$ cat config.mk
export PLATFORM = sky130hd
export DESIGN_NAME = exec_dispatch
export DESIGN_NICKNAME = d
export VERILOG_FILES = /design/src/rtl/exec_dispatch.sv
export SDC_FILE = /design/constraint.sdc
export NUM_CORES = 1
export LEC_CHECK = 0
export CAP_MARGIN = 20
export CORE_AREA = 2 2 53 65
export CTS_BUF_LIST = sky130_fd_sc_hd__clkbuf_8
export CTS_CLUSTER_SIZE = 30
export DETAILED_ROUTE_END_ITERATION = 10
export DIE_AREA = 0 0 55 67
export PLACE_DENSITY = 0.82
export SYNTH_ARGS = -nofsm -noshare
export SYNTH_HDL_FRONTEND = slang
export SYNTH_SLANG_ARGS = --single-unit
$ cat constraint.sdc
create_clock -name clk -period 2.4 [get_ports clk]
set_input_delay 0.48 -clock clk [delete_from_list [all_inputs] [get_ports clk]]
set_output_delay 0.48 -clock clk [all_outputs]
set_load 0.02 [all_outputs]
$ cat src/rtl/exec_dispatch.sv
// Instruction dispatcher: decodes an opcode, starts one execution unit and waits for its Done.
// Handles halt, illegal-opcode and watchdog faults; the optional retire counter is built under DISPATCH_STATS_EN.
module exec_dispatch #(
    parameter int NUM_UNITS = 4,
    parameter int OPC_W     = 4,
    parameter int TIMEOUT   = 15
) (
    input  logic                 clk,
    input  logic                 reset,
    input  logic                 run,
    input  logic                 instr_valid,
    input  logic [OPC_W-1:0]     opcode,
    output logic                 instr_ack,
    output logic [NUM_UNITS-1:0] unit_start,
    input  logic [NUM_UNITS-1:0] unit_done,
    output logic                 busy,
    output logic                 retire,
    output logic                 halted,
    output logic                 fault,
    output logic [1:0]           fault_code,
    input  logic                 fault_clr,
    output logic [15:0]          retire_cnt
);

    localparam int IDX_W = (NUM_UNITS > 1) ? $clog2(NUM_UNITS) : 1;
    localparam logic [OPC_W-1:0] HALT_OPC = {OPC_W{1'b1}};
    localparam logic [7:0] TIMER_LAST = 8'(TIMEOUT - 1);

    typedef enum logic [2:0] {
        S_IDLE,
        S_DECODE,
        S_START,
        S_WAIT,
        S_RETIRE,
        S_HALT,
        S_FAULT
    } state_e;

    typedef enum logic [1:0] {
        FC_NONE    = 2'b00,
        FC_ILLEGAL = 2'b01,
        FC_TIMEOUT = 2'b10
    } fault_code_e;

    state_e               state_q, state_d;
    logic [OPC_W-1:0]     opcode_q, opcode_d;
    logic [IDX_W-1:0]     idx_q, idx_d;
    logic [7:0]           timer_q, timer_d;
    fault_code_e          fault_code_q, fault_code_d;

    logic                 instr_ack_q, instr_ack_d;
    logic [NUM_UNITS-1:0] unit_start_q, unit_start_d;
    logic                 busy_q, busy_d;
    logic                 retire_q, retire_d;
    logic                 halted_q, halted_d;
    logic                 fault_q, fault_d;

    always_comb begin
        // NOTE: every signal gets a default first so no path through the case leaves it unassigned (no latch).
        state_d      = state_q;
        opcode_d     = opcode_q;
        idx_d        = idx_q;
        timer_d      = timer_q;
        fault_code_d = fault_code_q;

        case (state_q)
            S_IDLE: begin
                if (run && instr_valid) begin
                    opcode_d = opcode;
                    state_d  = S_DECODE;
                end
            end
            S_DECODE: begin
                if (int'(opcode_q) < NUM_UNITS) begin
                    idx_d   = IDX_W'(opcode_q);
                    state_d = S_START;
                end else if (opcode_q == HALT_OPC) begin
                    state_d = S_HALT;
                end else begin
                    fault_code_d = FC_ILLEGAL;
                    state_d      = S_FAULT;
                end
            end
            S_START: begin
                timer_d = '0;
                state_d = S_WAIT;
            end
            S_WAIT: begin
                timer_d = (timer_q == 8'hFF) ? timer_q : timer_q + 8'd1;
                // Done on the same edge as the last allowed cycle still retires.
                if (unit_done[idx_q]) begin
                    state_d = S_RETIRE;
                end else if (timer_q == TIMER_LAST) begin
                    fault_code_d = FC_TIMEOUT;
                    state_d      = S_FAULT;
                end
            end
            S_RETIRE: state_d = S_IDLE;
            S_HALT:   state_d = S_HALT;
            S_FAULT: begin
                if (fault_clr) begin
                    fault_code_d = FC_NONE;
                    state_d      = S_IDLE;
                end
            end
            default: state_d = S_IDLE;
        endcase

        // Outputs are decoded from the next state so they line up with the state register.
        instr_ack_d  = (state_d == S_DECODE);
        unit_start_d = (state_d == S_START) ? (NUM_UNITS'(1) << idx_d) : '0;
        busy_d       = (state_d == S_DECODE) || (state_d == S_START) ||
                       (state_d == S_WAIT)   || (state_d == S_RETIRE);
        retire_d     = (state_d == S_RETIRE);
        halted_d     = (state_d == S_HALT);
        fault_d      = (state_d == S_FAULT);
    end

    always_ff @(posedge clk or posedge reset) begin
        if (reset) begin
            state_q      <= S_IDLE;
            opcode_q     <= '0;
            idx_q        <= '0;
            timer_q      <= '0;
            fault_code_q <= FC_NONE;
            instr_ack_q  <= 1'b0;
            unit_start_q <= '0;
            busy_q       <= 1'b0;
            retire_q     <= 1'b0;
            halted_q     <= 1'b0;
            fault_q      <= 1'b0;
        end else begin
            // NOTE: non-blocking updates so every flop samples the pre-edge values.
            state_q      <= state_d;
            opcode_q     <= opcode_d;
            idx_q        <= idx_d;
            timer_q      <= timer_d;
            fault_code_q <= fault_code_d;
            instr_ack_q  <= instr_ack_d;
            unit_start_q <= unit_start_d;
            busy_q       <= busy_d;
            retire_q     <= retire_d;
            halted_q     <= halted_d;
            fault_q      <= fault_d;
        end
    end

    assign instr_ack  = instr_ack_q;
    assign unit_start = unit_start_q;
    assign busy       = busy_q;
    assign retire     = retire_q;
    assign halted     = halted_q;
    assign fault      = fault_q;
    assign fault_code = fault_code_q;

`ifdef DISPATCH_STATS_EN
    logic [15:0] retire_cnt_q, retire_cnt_d;

    // Counts alongside the retire pulse; wraps naturally and survives fault_clr.
    always_comb begin
        retire_cnt_d = retire_d ? retire_cnt_q + 16'd1 : retire_cnt_q;
    end

    always_ff @(posedge clk or posedge reset) begin
        if (reset) begin
            retire_cnt_q <= '0;
        end else begin
            retire_cnt_q <= retire_cnt_d;
        end
    end

    assign retire_cnt = retire_cnt_q;
`else
    assign retire_cnt = 16'h0000;
`endif

endmodule

==> Word level (Yosys, flattened, before mapping) <==
Cells that the tools add are included.
{ "word_totals": {"ff_bits": 28} }
{ "op_classes": {"addsub": 1, "n_lt_le_gt_ge": 2, "n_eq_ne": 20, "n_shift": 1, "mux": 20, "n_reduce_logical": 10} }
{ "op_table": {"columns": ["op", "n"], "rows": [
  ["3-bit case mux with 6 select lines", 1],
  ["2-bit 2-to-1 mux", 8],
  ["8-bit case mux with 2 select lines", 1],
  ["3-bit equality test (second input constant)", 5],
  ["3-bit 2-to-1 mux", 5],
  ["3-bit by 2-bit equality test with 1-bit output (second input constant)", 4],
  ["2-bit inequality test (second input constant)", 6],
  ["8-bit by 1-bit adder with 8-bit output (second input constant)", 1],
  ["8-bit by 4-bit equality test with 1-bit output (second input constant)", 1],
  ["8-bit equality test (second input constant)", 1],
  ["8-bit 2-to-1 mux", 1],
  ["3-bit by 1-bit equality test with 1-bit output (second input constant)", 2],
  ["2-bit case mux with 3 select lines", 1],
  ["6-bit AND reduction", 1],
  ["4-bit equality test (second input constant)", 1],
  ["4-bit by 3-bit < comparator with 1-bit output (second input constant)", 1],
  ["4-bit 2-to-1 mux", 1],
  ["2-bit AND reduction", 2],
  ["1-bit by 2-bit left shift with 4-bit output (first input constant)", 1],
  ["3-bit logical NOT", 1],
  ["1-bit logical OR", 3],
  ["2-bit by 3-bit < comparator with 1-bit output (second input constant)", 1],
  ["3-bit nonzero test", 1],
  ["1-bit binary-select mux with 2-bit select", 1],
  ["3 further kinds", 3]
]} }

==> Longest topological paths before layout <==
{ "logic_depth": {"word_depth": 8, "ltp_mapped": 7} }

==> Least setup slack after synthesis <==
Ideal clock, no wire load.
{ "synth_path": {"path_kind": "register to register", "from": "reg timer_q[4]", "to": "reg fault_code_q[1], in the netlist fault_code[1]", "t_arrival_ps": 1786, "path_slack_ps": 494, "path_stages_with_launch": 5, "n_path_buf": 0, "path_cell_list": "dfrtp_1 or3_4 or4_1 a211o_1 o22a_2"} }
{ "synth_via": {"elab_chain_cells": 3} }
{ "synth_rtl": {"columns": ["element", "line", "source"], "rows": [
  ["start, declared", "48", "logic [7:0] timer_q, timer_d;"],
  ["start signal, assigned", "137", "timer_q <= timer_d;"],
  ["8-bit by 4-bit equality test with 1-bit output", "93", "end else if (timer_q == TIMER_LAST) begin"],
  ["2-bit inequality test (no source line)", null, null],
  ["6-bit AND reduction (no source line)", null, null],
  ["end signal, assigned", "138", "fault_code_q <= fault_code_d;"],
  ["end, declared", "49", "fault_code_e fault_code_q, fault_code_d;"]
]} }
No other way between the ends.
A chain may end at the register's enable or synchronous reset.

==> Worst setup path after layout <==
Ends and elaborated chain as after synthesis.

==> Implementation_results.wiki <==
{| class="wikitable"
! Metric !! Value
|-
| Count of distinct cell types in the synthesized netlist || 35
|-
| DR pass1 iterations || 5
|-
| Arrival time of the worst setup path || 2.17 ns
|-
| Final-report setup violation count || 0
|-
| Remaining antenna violation count after routing || 0
|-
| Routed vias || 1098
|-
| Kind of start point of the critical path || flop
|-
| Row count || 22
|-
| Highest fanout seen on the critical path || 5
|-
| Global routing usage summed across all routing layers || 0.1751
|-
| Part of the cycle the worst path needs || 0.8364
|-
| Fillers || 255
|-
| Xor-xnor portion of the synthesized cell area || 0.01839
|-
| Number of buffer cells added on primary ports || 23
|-
| Number of gates given a new drive strength after cts || 0
|-
| Lkg Pwr || 0.7508 nW
|-
| Largest net degree at the start of global routing || 29
|-
| Gp weighted congestion || 0.8968
|-
| Area growth from synthesis to layout || 19.09%
|-
| Die Height || 67 um
|-
| Total global routing overflow || 0
|-
| Number of synthesized flops with an enable pin || 0
|-
| Busiest metal layer after global routing || met2
|-
| Count of buffers added by post-CTS timing repair for setup || 0
|-
| CP endpoint kind || flop
|-
| Clock Latency Late Sink || 0.27 ns
|-
| Number of vias per cell after detailed routing || 5.409
|-
| Maximum level of the CTS H-tree || 1
|-
| Share of flip-flops with an asynchronous set or reset after synthesis || 1.000
|-
| Cts bufs inserted || 3
|-
| MaxCap Viol Count || 0
|-
| Avg WL per Cell || 14.07 um
|-
| Clock transition time at the flip-flop clock pins of the worst setup and hold paths || 0.09 ns
|-
| Worst-case reg-to-reg path depth || 4
|-
| Antenna violations before repair || 0
|-
| Layout cell share with drive strength beyond 1 || 0.08383
|-
| GRT met1 Usage || 0.2031
|-
| Fraction of the mapped netlist area in simple logic gates || 0.1909
|-
| Core Box Area || 3028 um^2
|-
| Global Route met3 Usage || 0.01794
|-
| Hold Crit Depth || 1
|-
| GR Layer Usage met2 || 0.3080
|-
| Final count of hold timing violations || 0
|-
| Share of the yosys chip area belonging to registers || 0.4904
|-
| Antenna fix cells || 0
|-
| Final net count || 183
|-
| CTS root buf || clkbuf_8
|-
| Clock tree from TritonCTS || done
|-
| Post-Syn Instances || 142
|-
| Max-Slew Margin vs Limit || 0.5793
|-
| Slew at the pin closest to its max-slew limit || 0.6244 ns
|-
| Max clock buf depth || 2
|-
| Hold Buf Count CTS || 0
|-
| Power per Cell Area || 1018 nW/um^2
|-
| Total Wirelength || 2.856 mm
|-
| Outcome || finished, final reports clean
|-
| Die footprint || 3685 um^2
|-
| Commonest non-fill, non-tap cells in the layout || 28 x dfrtp_1, 23 x clkdlybuf4s50_1, 16 x conb_1
|-
| Highest-delay cell along the critical path || or4_1
|-
| Via count of the first global-routing pass || 1052
|-
| Largest stage delay, worst path || 0.47 ns
|-
| Number of warning messages in the yosys log || 0
|-
| Number of remaining DRC errors || 0
|-
| Post-Synth Adder-Cell Area || 0.01751
|-
| Kind of critical path || reg2reg
|-
| Maximum vdd drop || 0.5239 mV
|-
| First-pass GRT wire length || 4.664 mm
|-
| Netlist Area Pre-Place || 1429 um^2
|-
| Number of flip-flops and latches in the synthesized netlist || 28
|-
| Die X-Extent || 55 um
|-
| Number of design-rule violations left by the first detailed-router iteration || 27
|-
| Total count of max-transition violations in the final report || 0
|-
| Stages on the worst setup path || 4
|-
| Synthesized-area fraction occupied by ao, oa, aoi and oai cells || 0.1191
|-
| Cell Chain, Critical Path || or3_4 -> or4_1 -> a211o_1 -> o22a_2
|-
| Top delay family on crit path || simple AND/OR/NAND/NOR gates
|-
| DP HPWL || 2.213 mm
|-
| Unrepaired setup endpoints after global routing || no
|-
| Overall power of the completed layout || 1.733 mW
|-
| Number of I/O pins || 40
|-
| Synthesized area per cell || 10.06 um^2
|-
| Top FF cell, synth || dfrtp_1
|-
| Highest attainable clock frequency || 0.4981 GHz
|-
| Dominant combinational cell family by area after synthesis || simple AND/OR/NAND/NOR gates
|-
| Worst EP required || 2.57 ns
|-
| Crit path buf inv count || 0
|-
| Sum Neg Setup Slack || 0 ns
|-
| Post-synthesis mux area share || 0.04729
|-
| Worst hold-check path type || reg2reg
|-
| Initial standard-cell utilization of the core || 0.4719
|-
| Clock sink total || 28
|-
| Commonest non-fill, non-tap cell in the layout || dfrtp_1
|-
| Min cycle time layout || 2.007 ns
|-
| Clk_skew || 0.004465 ns
|}
## worst reg2reg max path: stages (launching register included)
cell	delay (ns)
dfrtp_1	0.44
or3_4	0.41
or4_1	0.47
a211o_1	0.35
o22a_2	0.24
## registers in the layout, summed over array words and instances (netlist names), 2 cells and up
signal      cells
idx_q           2
unit_start      4
fault_code      2
timer_q         8
opcode_q        4
state_q         3
## final timing paths
kind	startpoint	endpoint	slack (ns)
hold reg to reg	opcode_q[1]	unit_start[1]	0.52
setup reg to reg	timer_q[4]	fault_code[1]	0.39
max in group asynchronous	reset	unit_start[3]	1.57
hold / removal	opcode_q[1]	unit_start[1]	0.52
setup / recovery	timer_q[4]	fault_code[1]	0.39
min in group asynchronous	reset	fault_code[1]	0.57
## routing by layer
layer	vias up	share of wire
li1	521	-
met1	528	0.38
met2	41	0.54
met3	8	0.055
met4	0	0.023
met5	-	0
## cell type report
class | instances | area (um^2) | share of cell area
multi-input combinational | 102 | 621.8 | 0.3654
timing repair buffer | 26 | 252.7 | 0.1485
sequential | 28 | 700.7 | 0.4118
clock buffer | 4 | 55.05 | 0.03235
inverter | 7 | 26.28 | 0.01544
tap | 36 | 45.04 | 0.02647
## cell usage after synthesis (2+ instances only)
master	count	area, um^2
a21oi_1	4	20.02
a211o_1	2	17.52
inv_1	7	26.28
mux2_2	4	45.04
nor4_1	2	12.51
nor2_1	11	41.29
and2_1	2	12.51
clkbuf_1	3	11.26
ha_1	2	25.02
nand2_1	6	22.52
nor3_1	3	15.01
o31ai_1	6	45.04
buf_4	16	120.1
o211ai_1	2	15.01
and3b_1	2	17.52
o21ai_0	8	40.04
nand3_1	12	60.06
xnor2_1	3	26.28
nand4_1	2	12.51
dfrtp_1	28	700.7
nor3b_1	2	15.01
or3_1	2	12.51
## stage by stage
step | util | instances | hold WS [ns] | worst slack, ns | cell area (um^2)
after floorplan | - | 157 | 0.4706 | 0.4942 | 1485
after global placement | 0.5438 | 199 | 0.4754 | 0.2717 | 1647
after detailed placement | 0.5438 | 199 | 0.5037 | 0.2278 | 1647
after CTS | 0.5620 | 203 | 0.5165 | 0.4008 | 1702
after global routing | 0.5620 | 203 | 0.5363 | 0.2709 | 1702
final | 0.5620 | 203 | 0.5220 | 0.3925 | 1702
## report_power, final
part           internal (mW)  switching [mW]
Sequential             0.607           0.163
Combinational          0.308           0.370
Clock                  0.147           0.138
## kinds of logic after synthesis
kind of cell / after synthesis
flops: 28
compound gates: 26
simple gates: 50
mux: 5
buf+inv: 27
fa+ha+maj: 2
other cells: 1
xor+xnor: 3
Note: power is estimated with default switching activity, not from simulation.
